===== src/rtl/fsm_seq_pkg.sv =====
// Shared encodings and helpers for the N-state sequencer.
package fsm_seq_pkg;

  typedef enum logic {
    MODE_WRAP   = 1'b0,
    MODE_BOUNCE = 1'b1
  } mode_e;

  typedef enum logic {
    DIR_UP   = 1'b0,
    DIR_DOWN = 1'b1
  } dir_e;

  // Out-of-range preload values saturate to the last legal state.
  function automatic int unsigned clamp_state(input int unsigned val,
                                              input int unsigned num_states);
    return (val >= num_states) ? (num_states - 1) : val;
  endfunction

endpackage


===== src/rtl/fsm_dwell_timer.sv =====
// Per-state dwell counter: asserts adv on the enabled cycle that ends a dwell.
module fsm_dwell_timer #(
  parameter int DWELL_W = 8
) (
  input  logic               clk,
  input  logic               reset,
  input  logic               en,
  input  logic               clr,
  input  logic [DWELL_W-1:0] dwell_cycles,
  output logic               adv
);

  logic [DWELL_W-1:0] r_cnt;
  logic               w_done;

  // >= rather than == so that shrinking dwell_cycles mid-dwell advances at once.
  assign w_done = (r_cnt >= dwell_cycles);
  assign adv    = en & ~clr & w_done;

  // Count enabled cycles; restart on preload or at the end of each dwell.
  always_ff @(posedge clk) begin
    // NOTE: sequential state uses non-blocking assignments so every register samples pre-edge values.
    if (reset) begin
      r_cnt <= '0;
    end else if (clr) begin
      r_cnt <= '0;
    end else if (en) begin
      if (w_done) r_cnt <= '0;
      else        r_cnt <= r_cnt + DWELL_W'(1);
    end
  end

endmodule


===== src/rtl/fsm_nstate_seq.sv =====
// Parametrised N-state sequencer with wrap/bounce modes, preload and pause.
module fsm_nstate_seq
  import fsm_seq_pkg::*;
#(
  parameter int NUM_STATES = 4,
  parameter int STATE_W    = $clog2(NUM_STATES),
  parameter int DWELL_W    = 8
) (
  input  logic               clk,
  input  logic               reset,
  input  logic               en,
  input  logic               mode,
  input  logic               dir,
  input  logic [DWELL_W-1:0] dwell_cycles,
  input  logic               load,
  input  logic [STATE_W-1:0] load_state,
  output logic [STATE_W-1:0] state_out,
  output logic               dir_out,
  output logic               wrap_pulse
);

  localparam logic [STATE_W-1:0] LAST_STATE = STATE_W'(NUM_STATES - 1);

  if (NUM_STATES < 2) begin : g_bad_num_states
    $error("fsm_nstate_seq: NUM_STATES must be >= 2");
  end

  logic [STATE_W-1:0] r_state;
  dir_e               r_dir;
  logic               r_wrap;

  logic               w_adv;
  logic [STATE_W-1:0] w_load_state;
  logic [STATE_W-1:0] w_next_state;
  dir_e               w_next_dir;
  logic               w_next_wrap;

  fsm_dwell_timer #(
    .DWELL_W (DWELL_W)
  ) u_dwell_timer (
    .clk          (clk),
    .reset        (reset),
    .en           (en),
    .clr          (load),
    .dwell_cycles (dwell_cycles),
    .adv          (w_adv)
  );

  assign w_load_state = STATE_W'(clamp_state(32'(load_state), NUM_STATES));

  // Next state, direction and boundary flag for the coming advance.
  always_comb begin
    // NOTE: defaults first so every path assigns every output and no latch is inferred.
    w_next_state = r_state;
    w_next_dir   = r_dir;
    w_next_wrap  = 1'b0;
    if (mode_e'(mode) == MODE_WRAP) begin
      w_next_dir = dir_e'(dir);
      if (dir_e'(dir) == DIR_UP) begin
        if (r_state == LAST_STATE) begin
          w_next_state = '0;
          w_next_wrap  = 1'b1;
        end else begin
          w_next_state = r_state + STATE_W'(1);
        end
      end else begin
        if (r_state == '0) begin
          w_next_state = LAST_STATE;
          w_next_wrap  = 1'b1;
        end else begin
          w_next_state = r_state - STATE_W'(1);
        end
      end
    end else begin
      // Bounce: turn around at either end so endpoints are never repeated.
      if (r_dir == DIR_UP) begin
        if (r_state == LAST_STATE) begin
          w_next_state = LAST_STATE - STATE_W'(1);
          w_next_dir   = DIR_DOWN;
          w_next_wrap  = 1'b1;
        end else begin
          w_next_state = r_state + STATE_W'(1);
        end
      end else begin
        if (r_state == '0) begin
          w_next_state = STATE_W'(1);
          w_next_dir   = DIR_UP;
          w_next_wrap  = 1'b1;
        end else begin
          w_next_state = r_state - STATE_W'(1);
        end
      end
    end
  end

  // Output registers: reset > load > advance > hold.
  always_ff @(posedge clk) begin
    if (reset) begin
      r_state <= '0;
      r_dir   <= DIR_UP;
      r_wrap  <= 1'b0;
    end else if (load) begin
      r_state <= w_load_state;
      r_dir   <= dir_e'(dir);
      r_wrap  <= 1'b0;
    end else if (w_adv) begin
      r_state <= w_next_state;
      r_dir   <= w_next_dir;
      r_wrap  <= w_next_wrap;
    end else begin
      r_wrap  <= 1'b0;
    end
  end

  assign state_out  = r_state;
  assign dir_out    = r_dir;
  assign wrap_pulse = r_wrap;

endmodule

===== config.mk =====
export PLATFORM = sky130hd
export DESIGN_NAME = fsm_nstate_seq
export DESIGN_NICKNAME = d
export VERILOG_FILES = /design/src/rtl/fsm_seq_pkg.sv /design/src/rtl/fsm_dwell_timer.sv /design/src/rtl/fsm_nstate_seq.sv
export SDC_FILE = /design/constraint.sdc
export NUM_CORES = 1
export LEC_CHECK = 0
export CORE_MARGIN = 8
export CORE_UTILIZATION = 34
export DETAILED_ROUTE_END_ITERATION = 8
export HOLD_SLACK_MARGIN = 0.08
export PLACE_DENSITY_LB_ADDON = 0.12
export SLEW_MARGIN = 25
export SYNTH_ARGS = -nofsm -noshare
export SYNTH_HDL_FRONTEND = slang
export SYNTH_HIERARCHICAL = 1
export SYNTH_SLANG_ARGS = --single-unit

===== constraint.sdc =====
create_clock -name clk -period 2.7 [get_ports clk]
set_input_delay 0.54 -clock clk [delete_from_list [all_inputs] [get_ports clk]]
set_output_delay 0.54 -clock clk [all_outputs]
set_load 0.01 [all_outputs]

# Yosys cells after proc, flatten, opt, wreduce, memory -nomap -nowiden
# Cells that the tools add are included.
dict set report op_classes {
  magnitude_cmp 1
  multipliers 0
  n_addsub 3
  muxes 20
  n_reduce_logical 4
  shifts 0
  n_bitwise 4
  div 0
  eq_ne 1
}
# op count
set ops {}
lappend ops {{$mux 2} 9}
lappend ops {{$mux 1} 10}
lappend ops {{$add 8x1->8 const B} 1}
lappend ops {{$ge 8x8->1} 1}
lappend ops {{$mux 8} 1}
lappend ops {{$reduce_or 3->1} 1}
lappend ops {{$add 2x1->2 const B} 1}
lappend ops {{$and 1x1->1} 2}
lappend ops {{$eq 2x2->1 const B} 1}
lappend ops {{$logic_not 2->1} 1}
lappend ops {{$not 1->1} 2}
lappend ops {{$reduce_bool 2->1} 1}
lappend ops {{$reduce_or 2->1} 1}
lappend ops {{$sub 2x1->2 const B} 1}
dict set report totals {
  in_bits 16
  rom_bits 0
  ramBits 0
  elab_cells 37
  n_memories 0
  out_inout_bits 4
  latch_bits 0
  regBits 12
}

# Depth between registers and ports, before layout
# Gate-level depths: netlist of run 1.
dict set report depth {
  ltp_word 6
  mapped_depth 11
  mapped_depth_nobuf 10
}

# By module
# The synthesis of run 1 kept the hierarchy.
# mod area_each_um2 seq_area_each_um2 cells_per_inst instances
set by_module_without_submodules {}
lappend by_module_without_submodules {fsm_dwell_timer 635.6 160.2 66 1}
lappend by_module_without_submodules {fsm_nstate_seq 279.0 80.1 35 1}

# Worst setup path after synthesis of run 1
# Ideal clock, no wire load.
dict set report synth_timing {
  path_type {input to register}
  startpoint {input dwell_cycles[7]}
  endpoint {register r_state[0] (netlist: state_out[0])}
  stages 11
  n_path_buf 1
  required_time_ns 2.614
  setup_time_ns 0.086
  setup_slack_ns 0.332
  arrival_time_ns 2.281
  path_cell_list {inv_1 > ha_1 > and3_4 > o2111a_1 > a22o_1 > buf_6 > nor2b_1 > inv_1 > a21oi_1 > o21ai_1 > a221oi_2}
}
dict set report synth_via {
  elab_chain_cells 3
}
# element line
set synth_rtl {}
lappend synth_rtl {{start, declared} fsm_nstate_seq.sv:14} ;# input logic [DWELL_W-1:0] dwell_cycles,
lappend synth_rtl {{$ge 8x8->1} fsm_dwell_timer.sv:17} ;# assign w_done = (r_cnt >= dwell_cycles);
lappend synth_rtl {{$and 1x1->1} fsm_dwell_timer.sv:18} ;# assign adv = en & ~clr & w_done;
lappend synth_rtl {{named net w_adv} fsm_nstate_seq.sv:32} ;# logic w_adv;
lappend synth_rtl {{$reduce_bool 2->1 (no line)} -}
lappend synth_rtl {{end signal, assigned} fsm_nstate_seq.sv:103} ;# r_state <= w_load_state;
lappend synth_rtl {{end signal, assigned} fsm_nstate_seq.sv:107} ;# r_state <= w_next_state;
lappend synth_rtl {{end, declared} fsm_nstate_seq.sv:28} ;# logic [STATE_W-1:0] r_state;
# The timed path passes the listed nets, and every way through them passes these cells.
# A chain may end at the register's enable or synchronous reset.

# Final worst setup path of run 1
dict set report layout_timing {
  startpoint {input dwell_cycles[7]}
  endpoint {register r_state[1] (netlist: state_out[1])}
}
# The elaborated chain is that of the path after synthesis.

==> qor.txt, run 1 <==
skew final: 10.6 ps
Filler Cells Inserted: 276
post-synthesis xor/xnor area fraction: 7.66%
type of the worst min-delay path: reg -> reg
commonest cells after routing, fill and taps aside: clkdlybuf4s50_1, inv_1, ha_1, dfxtp_1, nor4_2
period utilization: 93.0%
first-pass GRT wire length: 3550 um
number of synthesized register bits: 12
Post-synth EDFFs: 0
final core utilization: 44.4%
Top Ports: 20
post-route ant nets: 0
Vias/cell: 4.99
relative slew slack: 54.0%
First-pass DRT Iterations: 4
gp weighted congestion: 0.873
Critical Path RT: 2870 ps
clk slew on worst S/H paths: 90 ps
CTS Buffer Depth: 2
GRT Total Usage: 9.77%
initial antenna violation count: 0
simple-gate share of the synthesized area: 24.9%
Crit Path Class: in -> reg
core area: 0.00266 mm2
number of max-cap violations: 0
crit path max fanout: 7
largest family of logic cells by synthesized area: simple AND/OR/NAND/NOR gates
Peak VDD IR: 0.000263 V
adder-cell share of the synthesized area: 16.4%
clock root buffer: clkbuf_4
RSZ-0062 raised after global routing: false
CTS tree: yes
sequential area share after synthesis: 26.3%
PortBufs: 19
proportion of layout cells with a drive suffix above 1: 14.6%
Routed WL: 1940 um
WL per Instance: 12.6 um
Max Fclk: 398 MHz
Post-CTS Setup Inserts: 0
Synth Instances: 101
Starting Density: 34.4%
Final Slew Violations: 0
CTS Buf Count: 3
Nets: 152
total power: 413 uW
PD cells: 349 mW/mm2
number of global-route vias before repair: 834
largest net degree at the start of global routing: 16
Final HPWL DP: 1540 um
Die Height: 67.9 um
Lkg Pwr: 0.484 nW
Cell Area, Synth: 915 um2
# diodes: 0
H-tree level count: 1
Setup crit end kind: register
Synth cell types: 31
syn_area_per_cell: 9.06 um2
most used flip-flop cell after synthesis: dfxtp_1
Worst Max-Slew Pin Slew: 687 ps
area grow syn2layout: 29.1%
commonest non-fill, non-tap cell in the layout: clkdlybuf4s50_1
post-synthesis mux area share: 2.19%
setup violators final: 0
Worst EP arrival: 2680 ps
Synth Area in Compound Gates: 13.8%
Die Width: 67.9 um
die area: 0.00461 mm2
synthesis warning total: 6
status: completed
Vias: 768
final hold violations: 0
Async SR Flop Fraction: 0%
Clock Sinks: 12
pre-CTS setup slack: -204 ps
std cell rows: 19
Tmin final: 2510 ps
total nets after synthesis: 129
Worst-Skew Late Latency: 280 ps
DRC: 0
Startpoint Class: input pin
total gr overflow: 0
1st-iter DRT viols: 19
worst setup slack after layout: 188 ps
[synthesized netlist by cell type, types with 2 or more instances]
cell type,n,area (um2)
nor2_1,5,18.8
nor2b_1,2,12.5
nor3_1,2,10.0
nand2_1,3,11.3
a31oi_1,2,12.5
inv_1,15,56.3
nand3_1,2,10.0
nand4_1,4,25.0
a21o_1,2,15.0
o21ai_0,3,15.0
mux2i_1,2,20.0
nor4_2,7,87.6
dfxtp_1,12,240
ha_1,12,150
xor2_1,4,35.0
a21oi_1,5,25.0
xnor2_1,4,35.0
buf_1,2,7.51
[report_power, final]
group	internal [mW]	total [mW]	switching (mW)
clock	0.0820	0.146	0.0637
sequential	0.181	0.186	0.00481
combinational	0.0441	0.0810	0.0369
[registers in the layout, indices dropped and copies added, names as in the netlist]
signal	count
u_dwell_timer/r_cnt	8
state_out	2
dir_out	1
wrap_pulse	1
[layout make-up]
type / count / area, um2 / share of cell area, %
Multi-Input combinational cell: 70 / 597 / 50.5
Sequential cell: 12 / 240 / 20.3
Timing Repair Buffer: 22 / 213 / 18.0
Inverter: 15 / 56.3 / 4.77
Tap cell: 31 / 38.8 / 3.28
Clock buffer: 4 / 36.3 / 3.07
[per-stage QoR]
step	setup TNS [ps]	hold WS, ps	area [um2]	std cells
after floorplan	0	536	915	101
after global placement	-382	580	1140	150
after detailed placement	-476	576	1140	150
after CTS	0	592	1180	154
after global routing	0	625	1180	154
final	0	573	1180	154
[critical path, stage by stage]
cell and delay [ps]:
clkdlybuf4s50_1 450, inv_1 40, ha_1 300, and3_4 180, a221o_1 340, a22o_1 200, nor2b_2 200, nor2_1 90
a31oi_1 50, a221oi_1 290
[final timing paths]
path / endpoint / start / slack, ps / cells after the start
max: state_out[1]$_SDFFE_PP0P_ / dwell_cycles[7] / 190 / 10
min: u_dwell_timer/r_cnt[7]$_SDFFE_PP0P_ / u_dwell_timer/r_cnt[7]$_SDFFE_PP0P_ / 570 / 2
max reg2reg: state_out[0]$_SDFFE_PP0P_ / u_dwell_timer/r_cnt[0]$_SDFFE_PP0P_ / 530 / 10
min reg2reg: u_dwell_timer/r_cnt[7]$_SDFFE_PP0P_ / u_dwell_timer/r_cnt[7]$_SDFFE_PP0P_ / 570 / 2
[cell families (layout without fill, tap and decap cells)]
logic type	after synthesis	after routing
fa+ha+maj	12	12
simple gates	30	30
mux	2	2
compound gates	18	18
flops	12	12
buf+inv	19	41
xor+xnor	8	8
[routing by layer]
layer,global-route usage [%],share of wire (%),wire (um)
met2,15.3,47,906
met3,3.27,7.9,153
met4,5.37,1.9,36
met5,0,0,0
met1,11.6,44,846
[repair_timing]
item                       CTS  global route
setup endpoints to repair    0             2
hold buffers                 0             0
resized for setup            0             1
hold endpoints to repair     0             0
(Power assumes the default switching activity.)
==> inputs of run 2 (changes only) <==
- ABC_CLOCK_PERIOD_IN_PS: default -> 2700
- RECOVER_POWER: default -> 100
==> run 2 against run 1 <==
Clock power hardly changed. Wire length up 2.3%. Cell count unchanged. Maximum frequency up 0.19%. Register-to-register slack about the same. Sequential power is essentially flat. Hold slack worse by 4.8 ps. Utilization shrank 1.6 points. Sequential cell count unchanged. Largest cell class unchanged.
==> qor.txt, run 2 (synthesized netlist as in run 1, its figures left out) <==
worst setup slack after layout: 193 ps (was 188 ps)
area grow syn2layout: 24.4% (was 29.1%)
pre-CTS setup slack: -204 ps (unchanged)
CP Cell Sequence: clkdlybuf4s50_1 > inv_1 > ha_1 > and3_4 > a221o_1 > a22o_1 > nor2b_2 > nor2_1 > a31oi_1 > a221oi_1 (unchanged)
Lkg Pwr: 0.487 nW (was 0.484 nW)
Starting Density: 34.4% (unchanged)
Vias/cell: 4.95 (was 4.99)
CTS tree: yes (unchanged)
largest net degree at the start of global routing: 16 (unchanged)
Sw Ratio: 25.2% (was 25.5%)
Die Height: 67.9 um (unchanged)
crit path max fanout: 7 (unchanged)
initial antenna violation count: 0 (unchanged)
Worst EP arrival: 2680 ps (about the same)
commonest cells after routing, fill and taps aside: inv_1, clkdlybuf4s50_1, ha_1, dfxtp_1, nor4_1 (was clkdlybuf4s50_1, inv_1, ha_1, dfxtp_1, nor4_2)
WHS: 569 ps (was 573 ps)
Worst-Skew Late Latency: 280 ps (about the same)
Vias: 762 (was 768)
relative slew slack: 63.8% (was 54.0%)
clock power share: 35.6% (was 35.3%)
Setup crit end kind: register (unchanged)
met3 Track Usage GR: 3.27% (unchanged)
Final HPWL DP: 1540 um (unchanged)
H-tree level count: 1 (unchanged)
Hold-fix buffers, CTS: 0 (unchanged)
Die Width: 67.9 um (unchanged)
number of global-route vias before repair: 834 (unchanged)
Peak VDD IR: 0.000256 V (was 0.000263 V)
proportion of layout cells with a drive suffix above 1: 9.76% (was 14.6%)
PD cells: 359 mW/mm2 (was 349 mW/mm2)
max reg flops: 8 (unchanged)
std cell rows: 19 (unchanged)
Seq pwr share: 45.5% (was 45.1%)
Internal: 306 uW (was 307 uW)
DRC: 0 (unchanged)
period utilization: 92.9% (was 93.0%)
1st-iter DRT viols: 18 (was 19)
Worst R2R Setup Slack: 540 ps (was 530 ps)
NetSw: 103 uW (was 105 uW)
post-route ant nets: 0 (unchanged)
final hold violations: 0 (unchanged)
setup TNS: 0 ps (unchanged)
Nets: 152 (unchanged)
GRT Total Usage: 9.77% (unchanged)
gp weighted congestion: 0.873 (unchanged)
first-pass GRT wire length: 3550 um (unchanged)
Clock Sinks: 12 (unchanged)
Biggest register: u_dwell_timer/r_cnt (unchanged)
Max Fclk: 399 MHz (was 398 MHz)
Tmin final: 2510 ps (about the same)
Routed WL: 1990 um (was 1940 um)
Startpoint Class: input pin (unchanged)
total gr overflow: 0 (unchanged)
setup violators final: 0 (unchanged)
type of the worst min-delay path: reg -> reg (unchanged)
status: completed (unchanged)
Top Usage Layer GRT: met2 (unchanged)
number of max-cap violations: 0 (unchanged)
met2 GRT Util: 15.3% (unchanged)
WL per Instance: 12.9 um (was 12.6 um)
Top Ports: 20 (unchanged)
skew final: 9.53 ps (was 10.6 ps)
core area: 0.00266 mm2 (unchanged)
CTS Buffer Depth: 2 (unchanged)
Final Slew Violations: 0 (unchanged)
crit path max-delay cell type: clkdlybuf4s50_1 (unchanged)
Comb pwr share: 19.0% (was 19.6%)
PortBufs: 19 (unchanged)
Worst Max-Slew Pin Slew: 542 ps (was 687 ps)
Crit Path Class: in -> reg (unchanged)
Critical Path RT: 2870 ps (about the same)
Filler Cells Inserted: 281 (was 276)
met1 usage: 11.6% (unchanged)
clock root buffer: clkbuf_4 (unchanged)
RSZ-0062 raised after global routing: false (unchanged)
crit-path max cell delay: 450 ps (about the same)
CTS Buf Count: 3 (unchanged)
First-pass DRT Iterations: 4 (unchanged)
die area: 0.00461 mm2 (unchanged)
# diodes: 0 (unchanged)
clk slew on worst S/H paths: 90 ps (about the same)
run 2: changes by cell type in the layout (fill, tap and decap cells not counted):
cell,delta
buf_4,-1
clkbuf_1,+1
clkdlybuf4s50_1,-4
dlygate4sd3_1,+4
nor4_1,+5
nor4_2,-4
nor4_4,-1
run 2: critical path, delay by kind of cell:
kind	cells	cell delay, ps
buf+inv	2	490
simple gates	3	470
compound gates	4	880
fa+ha+maj	1	300
run 2: routing by layer:
metal  part of all wire (%)  vias up
li1                       -      404
met1                     45      337
met2                     45       17
met3                    7.9        4
met4                    1.8        0
met5                      0        -
run 2: power groups by stage:
stage,clock network (mW),registers [mW],logic [mW]
after CTS,0.150,0.186,0.0819
after detailed placement,0,0.190,0.0815
after floorplan,0,0.191,0.0397
final,0.145,0.186,0.0776
after global placement,0,0.190,0.0810
after global routing,0.158,0.187,0.0884
run 2: metrics by stage:
stage,power (mW),instance area (um2),utilization (%),instances
after floorplan,0.230,915,-,101
after global placement,0.271,1140,42.9,150
after detailed placement,0.271,1140,42.9,150
after CTS,0.418,1180,44.3,154
after global routing,0.433,1140,42.7,154
final,0.409,1140,42.7,154
run 2: worst paths after layout:
kind,start,to,depth (start not counted)
setup / recovery,dwell_cycles[7],state_out[1]$_SDFFE_PP0P_,10
hold / removal,u_dwell_timer/r_cnt[7]$_SDFFE_PP0P_,u_dwell_timer/r_cnt[7]$_SDFFE_PP0P_,2
setup reg to reg,u_dwell_timer/r_cnt[0]$_SDFFE_PP0P_,state_out[0]$_SDFFE_PP0P_,10
hold reg to reg,u_dwell_timer/r_cnt[7]$_SDFFE_PP0P_,u_dwell_timer/r_cnt[7]$_SDFFE_PP0P_,2
run 2: layout make-up:
class                           count  area (um2)  area share [%]
Sequential cell                    12         240            21.1
Timing Repair Buffer               22         209            18.4
Inverter                           15        56.3            4.95
Tap cell                           31        38.8            3.41
Multi-Input combinational cell     70         557            49.0
Clock buffer                        4        36.3            3.19
run 2: repair_timing:
item                       in CTS  in global routing
gates resized for setup         0                  1
buffers inserted                0                  0
setup endpoints to repair       0                  2
==> inputs of run 3 (changes only) <==
- CORE_UTILIZATION: 34 -> 49
==> run 3 against run 2 <==
Cell count is 3.9% lower. Combinational power is 2% higher. Hold slack better by 19 ps. Maximum frequency is 1.0% higher. Clock skew is 1.8 ps lower. Clock power hardly changed. Non-clock buffer count stayed put. Sequential share of layout area is 0.28 points lower. Design area is 1.3% higher. Utilization is 23 points higher. Total power hardly changed. Critical path depth is 1 higher. Largest power group unchanged.
==> qor.txt, run 3 (synthesized netlist as in run 1, its figures left out) <==
die area: 0.00351 mm2 (was 0.00461 mm2)
type of the worst min-delay path: reg -> reg (unchanged)
Crit Path Class: in -> reg (unchanged)
Critical Path Most Common Cell: inv_1
GRT Total Usage: 12.3% (was 9.77%)
Lkg Pwr: 0.490 nW (was 0.487 nW)
CTS tree: yes (unchanged)
fin cells: 148 (was 154)
HP Start: u_dwell_timer/r_cnt[6]$_SDFFE_PP0P_ (was u_dwell_timer/r_cnt[7]$_SDFFE_PP0P_)
Top Layer Used: met4 (unchanged)
RSZ-0062 raised after global routing: false (unchanged)
multi-input logic area: 579 um2 (was 557 um2)
final hold violations: 0 (unchanged)
Post-CTS Resized: 0 (unchanged)
Met2 Routed Length: 935 um (was 898 um)
Worst R2R Setup Slack: 580 ps (was 540 ps)
Tmin final: 2480 ps (was 2510 ps)
placed cell count: 144 (was 150)
Clock Sinks: 12 (unchanged)
post-route ant nets: 0 (unchanged)
final core utilization: 66.0% (was 42.7%)
clock root buffer: clkbuf_4 (unchanged)
H-tree level count: 1 (unchanged)
Hold-fix buffers, CTS: 0 (unchanged)
max reg flops: 8 (unchanged)
skew final: 7.70 ps (was 9.53 ps)
hold depth: 2 (unchanged)
PortBufs: 19 (unchanged)
crit path max fanout: 7 (unchanged)
met3 routed WL: 109 um (was 156 um)
Peak VDD IR: 0.000289 V (was 0.000256 V)
DRC: 0 (unchanged)
Register-to-Register Path Depth: 10 (unchanged)
total gr overflow: 0 (unchanged)
Die Width: 59.2 um (was 67.9 um)
First-pass DRT Iterations: 4 (unchanged)
Routed WL: 1920 um (was 1990 um)
Final Slew Violations: 0 (unchanged)
Worst EP arrival: 2670 ps (was 2680 ps)
Max Fclk: 403 MHz (was 399 MHz)
relative slew slack: 58.0% (was 63.8%)
sequential cell area: 240 um2 (unchanged)
Critical Path RT: 2890 ps (was 2870 ps)
Worst-Skew Late Latency: 280 ps (about the same)
Final HPWL DP: 1510 um (was 1540 um)
largest net degree at the start of global routing: 16 (unchanged)
1st-iter DRT viols: 11 (was 18)
CP Cell Sequence: clkdlybuf4s50_1 > inv_1 > ha_1 > and3_1 > o2111a_1 > a22o_1 > nor2b_2 > inv_1 > a21oi_1 > o21ai_0 > a221oi_2 (was clkdlybuf4s50_1 > inv_1 > ha_1 > and3_4 > a221o_1 > a22o_1 > nor2b_2 > nor2_1 > a31oi_1 > a221oi_1)
area grow syn2layout: 26.0% (was 24.4%)
CTS Buffer Depth: 2 (unchanged)
# diodes: 0 (unchanged)
number of global-route vias before repair: 828 (was 834)
setup TNS: 0 ps (unchanged)
status: completed (unchanged)
number of max-cap violations: 0 (unchanged)
Filler Cells Inserted: 161 (was 281)
Biggest register: u_dwell_timer/r_cnt (unchanged)
initial antenna violation count: 0 (unchanged)
Worst Max-Slew Pin Slew: 628 ps (was 542 ps)
Die Height: 59.2 um (was 67.9 um)
core area: 0.00175 mm2 (was 0.00266 mm2)
Startpoint Class: input pin (unchanged)
CP Buf/Inv Count: 3 (was 2)
Starting Density: 52.4% (was 34.4%)
launch point of the critical path: dwell_cycles[7] (unchanged)
CP delay by family, top: compound AO/OA/AOI/OAI gates (unchanged)
crit-path max cell delay: 450 ps (about the same)
PD cells: 354 mW/mm2 (was 359 mW/mm2)
Vias/cell: 5.51 (was 4.95)
Nets: 152 (unchanged)
setup violators final: 0 (unchanged)
Setup crit end kind: register (unchanged)
Endpoint, Worst Hold: u_dwell_timer/r_cnt[6]$_SDFFE_PP0P_ (was u_dwell_timer/r_cnt[7]$_SDFFE_PP0P_)
Vias: 816 (was 762)
commonest cells after routing, fill and taps aside: inv_1, clkdlybuf4s50_1, ha_1, dfxtp_1 (was inv_1, clkdlybuf4s50_1, ha_1, dfxtp_1, nor4_1)
reg2reg start: u_dwell_timer/r_cnt[0]$_SDFFE_PP0P_ (unchanged)
end of the worst register-to-register path: state_out[0]$_SDFFE_PP0P_ (unchanged)
gp weighted congestion: 0.796 (was 0.873)
CTS Buf Count: 3 (unchanged)
proportion of layout cells with a drive suffix above 1: 11.4% (was 9.76%)
WL per Instance: 13.0 um (was 12.9 um)
clk slew on worst S/H paths: 80 ps (was 90 ps)
std cell rows: 15 (was 19)
Met1 Wirelength: 823 um (was 895 um)
Top Ports: 20 (unchanged)
first-pass GRT wire length: 3390 um (was 3550 um)
crit path max-delay cell type: clkdlybuf4s50_1 (unchanged)
period utilization: 91.9% (was 92.9%)
Post-CTS Setup Inserts: 0 (unchanged)
## run 3: changes by cell type in the layout (fill, tap and decap cells not counted)
cell | previous run | this run
and3_1 | 0 | 1
and3_4 | 1 | 0
nor4_1 | 6 | 3
nor4_2 | 3 | 5
nor4_4 | 0 | 1
o21ai_0 | 3 | 4
o21ai_1 | 1 | 0
## run 3: worst max-delay path by stage
| stage | to | slack [ps] | cells after the start |
|---|---|---|---|
| after detailed placement | state_out[0]$_SDFFE_PP0P_ | -180 | 11 |
| after floorplan | state_out[0]$_SDFFE_PP0P_ | 330 | 11 |
| final | state_out[0]$_SDFFE_PP0P_ | 220 | 11 |
| after global placement | state_out[0]$_SDFFE_PP0P_ | -100 | 11 |
| after CTS | state_out[0]$_SDFFE_PP0P_ | 120 | 11 |
| after global routing | state_out[0]$_SDFFE_PP0P_ | 70 | 11 |
## run 3: cell type report
class	instances	share of cell area [%]
Timing Repair Buffer	22	18.1
Clock buffer	4	3.15
Sequential cell	12	20.8
Tap cell	25	2.71
Inverter	15	4.89
Multi-Input combinational cell	70	50.3
## run 3: through the flow
step | hold slack, ps | instance area (um2) | setup slack, ps | power, mW
floorplan | 536 | 915 | 332 | 0.230
global placement | 563 | 1130 | -105 | 0.269
detailed placement | 588 | 1130 | -175 | 0.272
CTS | 603 | 1170 | 120 | 0.416
global route | 612 | 1150 | 69.0 | 0.431
finish | 588 | 1150 | 218 | 0.408
## run 3: worst register-to-register path, cell delays in order (launching register included)
cell      delay, ps
dfxtp_1         430
inv_1            70
ha_1            270
nor3b_1          40
o21ai_0         200
a22o_1          190
nor2b_2         270
inv_1           120
a21oi_1         130
o21ai_0         110
a221oi_2        210
## run 3: power by group
group	internal, mW	switching (mW)	total (mW)
clock	0.0820	0.0612	0.143
combinational	0.0424	0.0368	0.0792
sequential	0.181	0.00487	0.186
total	0.305	0.103	0.408
## run 3: metal layers
metal | track usage (%) | vias to the layer above
met3 | 3.47 | 4
met4 | 8.87 | 0
met5 | 0 | -
met2 | 20.3 | 19
li1 | - | 410
met1 | 13.1 | 383
==> variant 1, RTL diff (flow settings as in run 2) <==
Change the parameter `NUM_STATES` from 4 to 2.
--- a/src/rtl/fsm_nstate_seq.sv
+++ b/src/rtl/fsm_nstate_seq.sv
@@ -4,3 +4,3 @@
 #(
-  parameter int NUM_STATES = 4,
+  parameter int NUM_STATES = 2,
   parameter int STATE_W    = $clog2(NUM_STATES),
Interface: changed (resized load_state and state_out); port bits go from 20 to 18. No check against the original RTL was run, so the function may have changed too.
==> variant 1 against run 2 <==
  * Total power fell by 18%
  * Highest routed layer unchanged
  * Count of clock-buffer cells in the layout did not move
  * Largest power group unchanged
  * Sequential cell count fell by 1
  * Synthesized area is 14% lower
  * Critical endpoint is now dir_out
  * Design area is 15% lower
  * Worst setup slack improved by 0.068 ns
  * Wire length is 15% lower
  * Non-clock buffer count shrank 2
==> variant 1: results (changes against run 2) <==
[finish]
nonClkBufAreaFrac_pct = 19.6  ; +1.2 points
buffers = 20  ; -9.1%
ff_latch_area_um2 = 220  ; -8.3%
clkCellAreaFrac_pct = 2.73  ; -0.46 points
inverters_excl_clock = 10  ; -5
fillers = 226  ; -20%
drive_gt1_share_pct = 6.86  ; -2.9 points

[logic_synthesis]
avgSynthCellArea_um2 = 9.58  ; +5.8%
synth.ff_latch_count = 11  ; -1
ys_seq_area_share_pct = 28.0  ; +1.8 points
ys_top_cells_by_area = dfxtp_1, ha_1, nor4_2
yosys-top-cells-count = dfxtp_1, inv_1, ha_1, nor4_2, xor2_1
ys_types = 29  ; -6.5%

[global_routing]
grtUsageTotal_pct = 8.61  ; -1.2 points
grt_pass1_vias = 641  ; -23%
grt_pass1_wl_um = 2880  ; -19%

[setup_path]
r2r_setup_slack_ns = 0.68  ; +0.14 ns
r2r_start = u_dwell_timer/r_cnt[5]
crit_arrival_ns = 2.62  ; -0.06 ns
critPathMaxFanout = 5  ; -2

[placement]
place.gp.congestion = 0.736  ; -16%
portBuffers = 17  ; -2
dp_hpwl_um = 1300  ; -15%

[clock_tree]
clk-insertion-delay-late_ns = 0.26  ; -0.02 ns
cts.clk_slew.worst_paths_ns = 0.07  ; -0.02 ns

[pwr]
p_clk_share_pct = 33.7  ; -1.9 points
ir_worst_vdd_v = 0.000192  ; -25%
comb_power_mw = 0.0553  ; -29%
p_sw_share_pct = 24.5  ; -0.74 points
p_comb_share_pct = 16.4  ; -2.6 points

[routing]
wirelength_um = 1690  ; -15%
num_vias = 631  ; -17%
drt_iter0_markers = 7  ; -11

[run_status]
status = complete, no violations

[sta]
fin_skew_ns = 0.000770  ; -0.00876 ns
tightestPinTransition_ns = 0.493  ; -0.0484 ns

-- variant 1: stage by stage --
stage	cell area [um^2]	setup slack [ns]	hold WS [ns]
2_1_floorplan	786	0.397	0.536
3_3_place_gp	990	0.0361	0.567
3_5_place_dp	990	0.00456	0.563
4_1_cts	1020	0.268	0.574
5_1_grt	963	0.110	0.600
6_report	963	0.261	0.561
-- variant 1: cell families (layout without fill, tap and decap cells) --
logic type / after synthesis / in the layout / synth area share, %
and+or+nand+nor: 27 / 27 / 28.3
xor gates and xnor gates: 9 / 9 / 10.0
DFF: 11 / 11 / 28.0
buffers and inverters: 14 / 34 / 7.80
muxes: 2 / 2 / 2.55
AOI/OAI and AO/OA: 10 / 10 / 8.92
adders and majority gates: 9 / 9 / 14.3
-- variant 1: metal layers --
metal / up-vias / share of wire [%] / GRT usage [%]
li1: 332 / - / -
met1: 284 / 47 / 10.2
met2: 13 / 44 / 13.4
met3: 2 / 7.6 / 3.66
met4: 0 / 0.95 / 3.34
met5: - / 0 / 0
==> variant 2, RTL diff (settings of run 2) <==
Made on the original files. Put one more register stage on the output `state_out`. The value now appears one clock later. The other outputs are not delayed to match.
--- a/src/rtl/fsm_nstate_seq.sv
+++ b/src/rtl/fsm_nstate_seq.sv
@@ -114,3 +114,5 @@
 
-  assign state_out  = r_state;
+  always_ff @(posedge clk) begin
+    state_out <= r_state;
+  end
   assign dir_out    = r_dir;
Function: changed (a bounded check fails within 4 cycles, from zero or initial values and one cycle with reset high).
==> variant 2 against run 2 <==
  * Hold slack got worse by 0.19 ns
  * Worst setup slack got worse by 0.054 ns
  * Design area rose by 8.5%
  * Sequential cell count rose by 2
  * Synthesized area rose by 8.8%
  * Total power rose by 9.9%
  * Wire length rose by 5.4%
  * Clock skew fell by 0.0011 ns
==> variant 2: results (changes against run 2) <==
[logic_synthesis]
ys_top_cells_by_area = dfxtp_1, ha_1, nor4_2
yosys-top-cells-count = inv_1, dfxtp_1, ha_1, nor4_2
syn-num-nets = 132  ; +2.3%
avgSynthCellArea_um2 = 9.56  ; +5.6%
synth_top_area_share_pct = 28.2  ; +1.9 points
ys_warn_count = 6  ; unchanged

[setup_path]
crit_arrival_ns = 2.75  ; +0.07 ns
critPathMaxFanout = 6  ; -1

[routing]
drt_iter0_markers = 26  ; +8
wirelength_um = 2090  ; +5.4%
vias_per_cell = 5.14  ; +4.0%
num_vias = 818  ; +7.3%

[sta]
fin_skew_ns = 0.00839  ; -0.00114 ns

[clock_tree]
cts_root_buffer = clkbuf_4
cts.clk_slew.worst_paths_ns = 0.07  ; -0.02 ns
htreeDepth = 1  ; unchanged

[placement]
pre_cts_slack_ns = -0.128  ; +0.0758 ns
place.gp.congestion = 0.810  ; -7.3%
dp_hpwl_um = 1740  ; +13%
post_dp_cell_area_um2 = 1240  ; +8.3%

[pwr]
leakagePower_nw = 0.523  ; +7.4%
ir_worst_vdd_v = 0.000281  ; +9.8%
netSwitchingPower_mw = 0.107  ; +4.1%

[run_status]
status = complete, no violations

[finish]
drive_gt1_share_pct = 10.9  ; +1.2 points
reg_top3 = u_dwell_timer/r_cnt x8, r_state x2, state_out x2

[global_routing]
grt_pass1_vias = 891  ; +6.8%
grtUsageTotal_pct = 8.69  ; -1.1 points
grt_pass1_wl_um = 3600  ; +1.4%

==> variant 2: final cells by class <==
| class | instances | area, um^2 |
|---|---|---|
| Fill cell | 284 | 1520 |
| Clock buffer | 4 | 36.3 |
| Sequential cell | 14 | 280 |
| Inverter | 16 | 60.1 |
| Multi-Input combinational cell | 70 | 594 |
| Tap cell | 31 | 38.8 |
| Timing Repair Buffer | 24 | 224 |
==> variant 2: logic make-up after synthesis <==
logic type | synth area share (%)
and+or+nand+nor | 24.7
buffers and inverters | 8.43
AOI/OAI and AO/OA | 13.1
DFF | 28.2
adders and majority gates | 15.1
xor gates and xnor gates | 7.04
muxes | 3.52
==> variant 2: per-layer routing <==
layer | share of wire (%) | vias to the layer above | wire (um) | global-route usage, %
met5 | 0 | - | 0 | 0
met4 | 2.8 | 0 | 59 | 5.13
met3 | 6.6 | 6 | 139 | 3.11
met2 | 50 | 22 | 1040 | 16.2
met1 | 41 | 371 | 853 | 7.80
li1 | - | 419 | - | -
==> variant 2: path summary, 6_finish.rpt <==
check / end / start / slack, ns / depth (start not counted)
setup / recovery: r_state[1] / dwell_cycles[7] / 0.14 / 10
hold / removal: state_out[1] / r_state[1] / 0.38 / 0
setup reg to reg: r_state[1] / u_dwell_timer/r_cnt[5] / 0.55 / 8
hold reg to reg: state_out[1] / r_state[1] / 0.38 / 0
==> variant 2: power by group through the flow <==
stage	clock network, mW	logic (mW)	registers, mW
after floorplan	0	0.0450	0.223
after global placement	0	0.0882	0.223
after detailed placement	0	0.0892	0.223
after CTS	0.155	0.0898	0.218
after global routing	0.163	0.0948	0.219
final	0.146	0.0852	0.218
==> variant 2: critical path: cells and delay by family <==
| kind | cells | cell delay [ns] |
|---|---|---|
| compound gates | 4 | 0.93 |
| fa+ha+maj | 1 | 0.30 |
| buf+inv | 3 | 0.64 |
| simple gates | 2 | 0.33 |
